===== config.mk =====
export PLATFORM = sky130hd
export DESIGN_NAME = mono_video_out
export DESIGN_NICKNAME = d
export VERILOG_FILES = /design/src/rtl/mono_video_out.sv
export SDC_FILE = /design/constraint.sdc
export NUM_CORES = 1
export LEC_CHECK = 0
export ABC_AREA = 0
export BUFFER_PORTS_ARGS = -buffer_cell sky130_fd_sc_hd__buf_4
export CAP_MARGIN = 20
export CORE_MARGIN = 3
export CORE_UTILIZATION = 50
export CTS_BUF_LIST = sky130_fd_sc_hd__clkbuf_4 sky130_fd_sc_hd__clkbuf_8
export DETAILED_ROUTE_END_ITERATION = 16
export GPL_TIMING_DRIVEN = 0
export PLACE_DENSITY = 0.72
export SLEW_MARGIN = 20
export SYNTH_ARGS = -nofsm -noshare
export SYNTH_HDL_FRONTEND = slang
export SYNTH_SLANG_ARGS = --single-unit

===== constraint.sdc =====
create_clock -name clk -period 6.11 [get_ports clk]
set_input_delay 1.222 -clock clk [delete_from_list [all_inputs] [get_ports clk]]
set_output_delay 1.222 -clock clk [all_outputs]
set_load 0.05 [all_outputs]

===== src/rtl/mono_video_out.sv =====
// Output stage behind the ZX8X scandoubler: sync polarity normalisation, 1-bit to RGB666 mapping, blanking.
// Optional line counting and frame lock detection when VIDEO_OUT_LOCK_EN is defined.
module mono_video_out #(
    parameter int HCNT_W = 10,
    parameter int VCNT_W = 10
) (
    input  logic              clk,
    input  logic              reset,
    input  logic              ce_2pix,
    input  logic              hs_in,
    input  logic              vs_in,
    input  logic              v_in,
    input  logic              inverse,
    input  logic [17:0]       fg_rgb,
    input  logic [17:0]       bg_rgb,
    output logic [5:0]        r,
    output logic [5:0]        g,
    output logic [5:0]        b,
    output logic              hs_out,
    output logic              vs_out,
    output logic              locked,
    output logic [VCNT_W-1:0] lines
);

    function automatic logic [HCNT_W-1:0] hinc(input logic [HCNT_W-1:0] x);
        return (x == '1) ? x : x + 1'b1;
    endfunction

    function automatic logic [VCNT_W-1:0] vinc(input logic [VCNT_W-1:0] x);
        return (x == '1) ? x : x + 1'b1;
    endfunction

    logic              hs_d, vs_d, v_d, hs_dd, vs_dd;
    logic [HCNT_W-1:0] hs_hi, hs_lo, hi_len;
    logic [VCNT_W-1:0] vs_hi, vs_lo, vhi_len;
    logic              hs_neg, vs_neg;
    logic              hs_rise, hs_fall, vs_rise, vs_fall;
    logic              hs_n, vs_n;
    logic [17:0]       colour;

    always_ff @(posedge clk or posedge reset) begin
        if (reset) begin
            hs_d  <= 1'b0;
            vs_d  <= 1'b0;
            v_d   <= 1'b0;
            hs_dd <= 1'b0;
            vs_dd <= 1'b0;
        end else if (ce_2pix) begin
            hs_d  <= hs_in;
            vs_d  <= vs_in;
            v_d   <= v_in;
            hs_dd <= hs_d;
            vs_dd <= vs_d;
        end
    end

    assign hs_rise = hs_d & ~hs_dd;
    assign hs_fall = ~hs_d & hs_dd;
    assign vs_rise = vs_d & ~vs_dd;
    assign vs_fall = ~vs_d & vs_dd;

    // The low-period length is compared straight from the running counter on the
    // rising edge, so it never needs a latch of its own.
    always_ff @(posedge clk or posedge reset) begin
        if (reset) begin
            hs_hi   <= '0;
            hs_lo   <= '0;
            hi_len  <= '0;
            hs_neg  <= 1'b0;
            vs_hi   <= '0;
            vs_lo   <= '0;
            vhi_len <= '0;
            vs_neg  <= 1'b0;
        end else if (ce_2pix) begin
            hs_hi <= hs_d ? hinc(hs_hi) : '0;
            hs_lo <= hs_d ? '0 : hinc(hs_lo);
            if (hs_fall)
                hi_len <= hs_hi;
            if (hs_rise && (hi_len != hs_lo))
                hs_neg <= (hi_len > hs_lo);

            if (vs_d) begin
                vs_hi <= hs_rise ? vinc(vs_hi) : vs_hi;
                vs_lo <= '0;
            end else begin
                vs_hi <= '0;
                vs_lo <= hs_rise ? vinc(vs_lo) : vs_lo;
            end
            if (vs_fall)
                vhi_len <= vs_hi;
            if (vs_rise && (vhi_len != vs_lo))
                vs_neg <= (vhi_len > vs_lo);
        end
    end

    assign hs_n = hs_d ^ hs_neg;
    assign vs_n = vs_d ^ vs_neg;

    always_comb begin
        colour = (v_d ^ inverse) ? fg_rgb : bg_rgb;
        if (hs_n || vs_n)
            colour = '0;
    end

    always_ff @(posedge clk or posedge reset) begin
        if (reset) begin
            r      <= '0;
            g      <= '0;
            b      <= '0;
            hs_out <= 1'b0;
            vs_out <= 1'b0;
        end else if (ce_2pix) begin
            r      <= colour[17:12];
            g      <= colour[11:6];
            b      <= colour[5:0];
            hs_out <= hs_n;
            vs_out <= vs_n;
        end
    end

`ifdef VIDEO_OUT_LOCK_EN
    logic [VCNT_W-1:0] line_cnt;
    logic [1:0]        match_cnt;

    // hs_out/vs_out hold the previous hs_n/vs_n, giving the edge reference for free.
    always_ff @(posedge clk or posedge reset) begin
        if (reset) begin
            line_cnt  <= '0;
            lines     <= '0;
            match_cnt <= '0;
        end else if (ce_2pix) begin
            if (vs_n && !vs_out) begin
                lines    <= line_cnt;
                line_cnt <= '0;
                if ((line_cnt == lines) && (line_cnt != '0))
                    match_cnt <= (match_cnt == 2'd3) ? match_cnt : match_cnt + 2'd1;
                else
                    match_cnt <= '0;
            end else if (hs_n && !hs_out) begin
                line_cnt <= vinc(line_cnt);
            end
        end
    end

    assign locked = (match_cnt == 2'd3);
`else
    assign lines  = '0;
    assign locked = 1'b1;
`endif

endmodule

==> results_dict.tcl, run 1 <==
set metrics [dict create \
    tightest_slew_ps 688 \
    hp-class "reg2reg" \
    status "finished clean" \
    via_per_inst 5.65 \
    antenna_left 0 \
    final_common_cell "dfrtp_1" \
    syn_avg_cell_area_sq_um 10.3 \
    synth-seq-cells 87 \
    cap_viol_max_count 0 \
    diodes 0 \
    std_cell_rows 34 \
    leakage_nw 2.68 \
    num_vias 3672 \
    drc 0 \
    async_flop_share_pct 100 \
    final_layout_size_suffix_gt1_share_pct 23.1 \
    synth.distinct_cells 55 \
    power.density_nw_per_um2 309 \
    gp_congestion 0.837 \
    r2r_start "vs_lo[0]" \
    grt_pass1_vias 3441 \
    track_usage_pct 19.8 \
    cp_num_buf_inv 3 \
    cp_top_family "buffers and inverters" \
    rsz0062_at_grt "false" \
    synth_top_area_share_pct 46.4 \
    hold_viol 0 \
    setup_viol_count_final 0 \
    holdPathStages 1 \
    top_level_ports 74 \
    path_common_cell "clkbuf_1" \
    slowest_stage "clkbuf_1" \
    synthFlopType "dfrtp_1" \
    clock_latency_ps 350 \
    finalNetCount 605 \
    grt_max_degree 50 \
    core_area_sq_um 8930 \
    layout_min_cycle_time_ps 2390 \
    area_delta_synth_final_pct 18.9 \
    cp-end-kind "flop" \
    fin_util_pct 62.4 \
    yosysTopAreaCell "dfrtp_1" \
    wl_per_cell_um 15.6 \
    place_area_sq_um 5350 \
    dpl.hpwl_mm 7.60 \
    syn_inst 455 \
    start_util_pct 52.5 \
    required_ps 6350 \
    fillers 711 \
    slew_headroom_pct 54.0 \
    r2r_end "vs_lo[5]" \
    drtIter0Drc 148 \
    r2r_slack_ps 4100 \
    cts_buffer_depth 2 \
    startpoint "ce_2pix" \
    fp.dieW_um 103 \
    cts_buffers 9 \
    synth_area_sq_um 4690 \
    path_cells "buf_4 > clkbuf_1 > clkbuf_1 > nand4_1 > nand3_1 > o21ai_0" \
    drv_slew 0 \
    worstSetupEndpoint "hs_hi[9]" \
    yosys-top-cells-area "dfrtp_1 (46%), ha_1 (6.4%), mux2_2 (5.3%), mux2i_1 (3.8%), o2bb2ai_1 (3.4%)" \
    cts_resized 0 \
    totalPowerFinal_w 0.00172 \
    ys_seq_area_share_pct 46.4 \
    r2r_cells 6 \
    postCtsSetupBuffers 0 \
    overflow 0 \
    wirelength_mm 10.1 \
    tns_ps 0 \
    slowest_delay_ps 500 \
    hold_buffers 0 \
    cts_tree "yes" \
    finalCritPeriodShare_pct 39.2 \
    htreeDepth 3 \
    critPathLaunchType "input port" \
    io_buffers 62 \
    root_buffer "clkbuf_8" \
    synth_edf_count 0 \
    crit_type "in2reg" \
    crit_fanout 10 \
    antenna_found_initial 0 \
    firstDrtPassIters 4 \
    max-vdd-ir-drop_mv 0.117 \
    clk_pin_slew_ps 80 \
    grt_pass1_wl_mm 16.5 \
    layout_common_cells "dfrtp_1 (87), buf_4 (75), nand2_1 (32)" \
    worstPathArrival_ps 2630 \
    cts_sinks 87 \
    path_depth 6 \
    dieArea_sq_um 10600 \
    fmax_ghz 0.418 \
    die_h_um 103 \
    yosysWarnings 0 \
    clock_skew_ps 10.0 \
    final_cell_area_sq_um 5570 \
]
-- area by class of cell --
class	instances	area, sq um	area share (%)
Buffer	25	159	2.85
Clock buffer	12	153	2.74
Clock inverter	3	67.6	1.21
Inverter	30	115	2.07
Multi-Input combinational cell	322	2270	40.8
Sequential cell	87	2180	39.1
Tap cell	108	135	2.42
Timing Repair Buffer	63	493	8.84
-- state kept, by name (all words and copies together) (netlist names) --
register  flops
v_d           1
hs_hi        10
hs_lo        10
vs_neg        1
vs_dd         1
hi_len       10
g             6
b             6
hs_d          1
vs_hi        10
r             6
hs_neg        1
hs_out        1
vs_out        1
hs_dd         1
vs_d          1
vs_lo        10
vhi_len      10
-- cell families after synthesis --
logic type / Yosys count / share of synthesized area, %
AO/OA/AOI/OAI: 92 / 13.5
XOR/XNOR: 19 / 3.71
adder cells (fa/ha/maj): 24 / 6.40
buffers and inverters: 55 / 5.79
flip-flops: 87 / 46.4
multiplexers: 40 / 9.12
other: 2 / 0.160
AND/OR/NAND/NOR: 136 / 14.9
-- synth_stat cells, drive strengths merged, types with 10 or more instances --
| cell type | number |
|---|---|
| mux2i | 18 |
| inv | 29 |
| xnor2 | 18 |
| nand4 | 10 |
| nor3 | 10 |
| o2bb2ai | 18 |
| a21oi | 17 |
| dfrtp | 87 |
| nand3 | 18 |
| mux2 | 22 |
| ha | 24 |
| nand2 | 32 |
| buf | 16 |
| nor2 | 31 |
| o21ai | 23 |
-- report_power, final --
part / leakage [nW] / internal [W] / switching, W
clock: 0.110 / 0.000249 / 0.000192
sequential: 1.17 / 0.000662 / 0.0000648
combinational: 1.40 / 0.000204 / 0.000351
total: 2.68 / 0.00111 / 0.000608
-- through the flow --
step / cells / hold slack, ps / worst slack (ps)
4_1_cts: 650 / 497 / 3670
6_report: 650 / 493 / 3720
2_1_floorplan: 464 / 454 / 2640
5_1_grt: 650 / 509 / 3510
3_3_place_gp: 634 / 472 / 1650
3_5_place_dp: 635 / 477 / 3290
-- metal layers --
metal | vias up | track usage, % | routed length [um]
li1 | 1781 | - | -
met1 | 1759 | 27.0 | 4690
met2 | 122 | 32.2 | 4610
met3 | 10 | 4.40 | 675
met4 | 0 | 5.28 | 134
met5 | - | 0 | 0
-- worst min path at each step --
stage                         start   endpoint
final                          r[1]       r[1]
after detailed placement       r[1]       r[1]
after CTS                      r[1]       r[1]
after floorplan           hi_len[4]  hi_len[4]
after global placement         r[1]       r[1]
after global routing           g[5]       g[5]
-- worst register-to-register path: stages (launching register included) --
cell and delay, ps:
dfrtp_1 430, ha_1 230, and2_1 160, a311oi_1 600
nand4_1 190, xnor2_1 160, o22ai_1 90
Note: power is estimated with default switching activity, not from simulation.
==> inputs of run 2 (changes only) <==
==> constraint.sdc (replaced) <==
create_clock -name clk -period 2.3 [get_ports clk]
set_input_delay 0.46 -clock clk [delete_from_list [all_inputs] [get_ports clk]]
set_output_delay 0.46 -clock clk [all_outputs]
set_load 0.05 [all_outputs]
==> run 2 against run 1 <==
Against the previous run: worst hold slack got worse by 300 ps; die area did not move; global-route usage decreased by 0.17 points; non-clock buffer count up 1; first-iteration DRC count shrank 13%; sequential share of layout area decreased by 0.30 points; largest cell class unchanged.
==> results_dict.tcl, run 2 (synthesis gave the netlist of run 1 again) <==
set metrics [dict create \
    status "finished clean" \
    area_delta_synth_final_pct 19.8 \
    top_level_ports 74 \
    r2r_start "hs_hi[0]" \
    grt_pass1_vias 3492 \
    power.density_nw_per_um2 838 \
    overflow 0 \
    wl_per_cell_um 15.4 \
    cp-end-kind "flop" \
    via_per_inst 5.56 \
    clk_pin_slew_ps 80 \
    gp_congestion 0.869 \
    finalNetCount 606 \
    cts_buffer_depth 2 \
    dpl.hpwl_mm 7.61 \
    clock_latency_ps 340 \
    final_common_cell "dfrtp_1" \
    dieArea_sq_um 10600 \
    required_ps 2550 \
    leakage_nw 2.70 \
    path_cells "ha_1 > and3_1 > clkbuf_1 > a41o_1 > or2_2 > o31ai_1" \
    htreeDepth 3 \
    fp.dieW_um 103 \
    wl_met3_um 760 \
    met1_length_mm 4.62 \
    drv_slew 0 \
    holdWs_ps 189 \
    cts_sinks 87 \
    io_buffers 62 \
    root_buffer "clkbuf_8" \
    tns_ps 0 \
    slew_headroom_pct 51.9 \
    fin_util_pct 62.9 \
    firstDrtPassIters 5 \
    cts_resized 0 \
    hp-class "in2async" \
    grt_max_degree 34 \
    clock_skew_ps 6.52 \
    cts_tree "yes" \
    critPathLaunchType "flop" \
    dr_wl_met2_mm 4.51 \
    tightest_slew_ps 718 \
    finalCritPeriodShare_pct 84.7 \
    cap_viol_max_count 0 \
    diodes 0 \
    fillers 733 \
    rsz0062_at_grt "false" \
    cts_buffers 9 \
    startpoint "hs_hi[0]" \
    slowest_stage "dfrtp_1" \
    max-vdd-ir-drop_mv 0.408 \
    layout_common_cells "dfrtp_1 (87), buf_4 (75), nand2_1 (32)" \
    wirelength_mm 10.1 \
    layout_min_cycle_time_ps 1950 \
    start_util_pct 52.5 \
    setup_viol_count_final 0 \
    final_layout_size_suffix_gt1_share_pct 23.3 \
    postCtsSetupBuffers 0 \
    crit_type "reg2reg" \
    final_cell_count_no_fill 652 \
    std_cell_rows 34 \
    core_area_sq_um 8930 \
    slowest_delay_ps 440 \
    hold_viol 0 \
    num_vias 3627 \
    top_layer_used "met4" \
    antenna_found_initial 0 \
    drtIter0Drc 129 \
    track_usage_pct 19.6 \
    drc 0 \
    place_inst 636 \
    die_h_um 103 \
    setup_ws_ps 351 \
    worstPathArrival_ps 2200 \
    grt_pass1_wl_mm 16.4 \
    antenna_left 0 \
    hold_buffers 0 \
    crit_fanout 9 \
    place_ws_ps 300 \
    fmax_ghz 0.513 \
]
[run 2: critical path: cells and delay by family (launching register included)]
kind	cells	cell delay, ps
compound gates	2	550
fa+ha+maj	1	250
buf+inv	1	140
flops	1	440
simple gates	2	470
[run 2: layer usage]
metal | up-vias | global-route usage [%]
met2 | 129 | 32.2
met3 | 18 | 3.11
met5 | - | 0
met1 | 1695 | 26.2
li1 | 1785 | -
met4 | 0 | 7.67
[run 2: cell type report]
cell class | instances | area [sq um] | area share [%]
tap | 108 | 135 | 2.41
sequential | 87 | 2180 | 38.8
clock buffer | 13 | 160 | 2.85
timing repair buffer | 64 | 505 | 9.00
clock inverter | 3 | 90.1 | 1.60
buffer | 25 | 159 | 2.83
multi-input combinational | 322 | 2270 | 40.5
inverter | 30 | 116 | 2.07
[run 2: per-stage QoR]
| step | cell area [sq um] | total power, W |
|---|---|---|
| finish | 5620 | 0.00471 |
| global placement | 5330 | 0.00340 |
| detailed placement | 5370 | 0.00344 |
| global route | 5620 | 0.00495 |
| floorplan | 4730 | 0.00298 |
| CTS | 5620 | 0.00475 |
[run 2: path summary, 6_finish.rpt]
path                            end  slack (ps)  cells after the start
max                        hs_hi[6]         350                      6
max in group asynchronous  vs_lo[9]        1340                      4
max reg2reg                hs_hi[6]         350                      6
min in group clk               vs_d         330                      3
min reg2reg                    g[2]         490                      1
min                        hs_hi[1]         190                      2
[run 2: power breakdown]
| group | switching, W | internal, W | total [W] | leakage (nW) |
|---|---|---|---|---|
| Clock | 0.000512 | 0.000789 | 0.00130 | 0.128 |
| Sequential | 0.000164 | 0.00176 | 0.00192 | 1.17 |
| Combinational | 0.000942 | 0.000544 | 0.00149 | 1.41 |
| Total | 0.00162 | 0.00309 | 0.00471 | 2.70 |
==> inputs of run 3 (changes only) <==
--- a/config.mk
+++ b/config.mk
@@ -13,7 +13,7 @@
 export CTS_BUF_LIST = sky130_fd_sc_hd__clkbuf_4 sky130_fd_sc_hd__clkbuf_8
 export DETAILED_ROUTE_END_ITERATION = 16
 export GPL_TIMING_DRIVEN = 0
-export PLACE_DENSITY = 0.72
+export PLACE_DENSITY = 0.75
 export SLEW_MARGIN = 20
 export SYNTH_ARGS = -nofsm -noshare
 export SYNTH_HDL_FRONTEND = slang
==> constraint.sdc (replaced) <==
create_clock -name clk -period 1.7 [get_ports clk]
set_input_delay 0.34 -clock clk [delete_from_list [all_inputs] [get_ports clk]]
set_output_delay 0.34 -clock clk [all_outputs]
set_load 0.05 [all_outputs]
==> run 3 against run 2 <==
Against the previous run: the flow now finishes with violations (setup timing); count of clock-buffer cells in the layout fell by 2; total power increased by 33%; flip-flop and latch count did not move; clock skew up 2.6 ps; via count rose by 9.0%; design area up 7.4%; routed wire length up 14%; worst setup slack worse by 440 ps; global-route usage increased by 1.5 points; non-clock buffer count is 28 higher.
==> results_dict.tcl, run 3 (synthesis gave the netlist of run 1 again) <==
set metrics [dict create \
    status "complete, but fails checks" \
    violations "setup timing" \
    htreeDepth 3 \
    dieArea_sq_um 10600 \
    cts_tree "yes" \
    dr_wl_met2_mm 5.52 \
    hold_path_end "hs_d" \
    setup_viol_count_final 7 \
    hold_viol 0 \
    max-vdd-ir-drop_mv 0.464 \
    leakage_nw 2.87 \
    drv_slew 0 \
    top_layer_used "met4" \
    slowest_stage "or3_4" \
    num_vias 3952 \
    gp_congestion 0.888 \
    grt_pass1_wl_mm 17.4 \
    path_cells "ha_2 > nand4_1 > or3_4 > nand2b_4 > nor2_1 > mux2_2" \
    place_inst 637 \
    grt_max_degree 32 \
    track_usage_pct 21.1 \
    met1_length_mm 4.69 \
    top_level_ports 74 \
    final_common_cell "buf_4" \
    antenna_left 0 \
    slew_headroom_pct 63.7 \
    hold_path_startpoint "hs_in" \
    fmax_ghz 0.558 \
    critPathLaunchType "flop" \
    final_cell_count_no_fill 679 \
    overflow 0 \
    wirelength_mm 11.4 \
    slowest_delay_ps 480 \
    dpl.hpwl_mm 7.85 \
    fp.dieW_um 103 \
    finalNetCount 634 \
    cts_sinks 87 \
    clk_pin_slew_ps 80 \
    cap_viol_max_count 0 \
    crit_type "reg2reg" \
    swShare_pct 36.9 \
    io_buffers 62 \
    r2r_slack_ps -90 \
    clock_latency_ps 350 \
    fin_util_pct 67.5 \
    cp-end-kind "flop" \
    place_area_sq_um 5400 \
    setup_ws_ps -92.9 \
    power.switching_w 0.00231 \
    std_cell_rows 34 \
    layout_common_cells "buf_4 (101), dfrtp_1 (84), nand2_1 (30)" \
    clock_skew_ps 9.13 \
    cp_top_family "simple AND/OR/NAND/NOR gates" \
    finalCritPeriodShare_pct 105 \
    wl_per_cell_um 16.8 \
    final_layout_size_suffix_gt1_share_pct 34.3 \
    grt_pass1_vias 3725 \
    layout_min_cycle_time_ps 1790 \
    power.density_nw_per_um2 1040 \
    cts_buffer_depth 2 \
    drc 0 \
    start_util_pct 52.5 \
    cp_num_buf_inv 0 \
    core_area_sq_um 8930 \
    p_int_w 0.00395 \
    holdPathStages 3 \
    area_delta_synth_final_pct 28.6 \
    antenna_found_initial 0 \
    wl_met3_um 859 \
    cts_buffers 9 \
    power_frac_clock_pct 22.3 \
    r2r_cells 6 \
    drtIter0Drc 153 \
    worstPathArrival_ps 2030 \
    combPwrFrac_pct 35.8 \
    hp-class "in2reg" \
    r2r_end "vs_hi[0]" \
    p_seq_share_pct 41.9 \
    via_per_inst 5.82 \
    final_cell_area_sq_um 6030 \
    crit_fanout 4 \
    root_buffer "clkbuf_8" \
    tightest_slew_ps 545 \
    rsz0062_at_grt "true" \
    diodes 0 \
    required_ps 1940 \
    r2r_start "vs_hi[0]" \
    die_h_um 103 \
    firstDrtPassIters 4 \
]
run 3: changes by cell type in the layout (fill, tap and decap cells not counted), sizes merged:
cell	change
buf	+29
clkbuf	-4
bufinv	-2
clkinv	+2
clkinvlp	+1
dlygate4sd3	+1
run 3: layout make-up:
class / instances / area, sq um
buffer: 21 / 134
clock inverter: 4 / 47.5
inverter: 30 / 116
tap: 108 / 135
multi-input combinational: 322 / 2510
timing repair buffer: 96 / 773
clock buffer: 11 / 139
sequential: 87 / 2180
fill: 644 / 2900
run 3: layer usage:
| metal | global-route usage (%) | vias to the layer above |
|---|---|---|
| li1 | - | 1837 |
| met1 | 25.6 | 1893 |
| met2 | 36.5 | 185 |
| met3 | 3.99 | 37 |
| met4 | 9.56 | 0 |
| met5 | 0 | - |
run 3: tightest hold or removal path, stage by stage:
cell and delay [ps]:
buf_4 70, nand2_1 40, o21ai_0 60
run 3: stage by stage:
stage | setup TNS (ps) | total power, W | setup WS (ps) | hold WS [ps]
3_5_place_dp | -5110 | 0.00467 | -223 | 299
5_1_grt | -1320 | 0.00659 | -150 | 199
2_1_floorplan | 0 | 0.00404 | 18.6 | 454
4_1_cts | -17.7 | 0.00616 | -16.8 | 191
6_report | -235 | 0.00626 | -92.9 | 187
3_3_place_gp | -23680 | 0.00458 | -237 | 471
run 3: worst max-delay path by stage:
stage,from,endpoint,cells after the start
floorplan,vs_lo[0],vs_lo[5],6
global placement,reset,b[5],2
detailed placement,ce_2pix,b[1],5
CTS,vs_lo[0],vs_lo[5],6
global route,vs_hi[0],vs_hi[0],6
finish,vs_hi[0],vs_hi[0],6
run 3: power by group through the flow:
stage / Combinational [W] / Clock, W / Sequential, W
3_3_place_gp: 0.00195 / 0 / 0.00263
6_report: 0.00224 / 0.00140 / 0.00262
3_5_place_dp: 0.00202 / 0 / 0.00265
4_1_cts: 0.00213 / 0.00142 / 0.00260
2_1_floorplan: 0.000891 / 0 / 0.00314
5_1_grt: 0.00241 / 0.00152 / 0.00266
run 3: what timing repair did:
item | 4_1_cts | 5_1_grt
pin swaps | 7 | 16
hold buffers | 1 | 0
hold endpoints to repair | 9 | 0
buffers inserted | 21 | 9
resized for setup | 20 | 43
endpoints found under the setup margin | 39 | 57
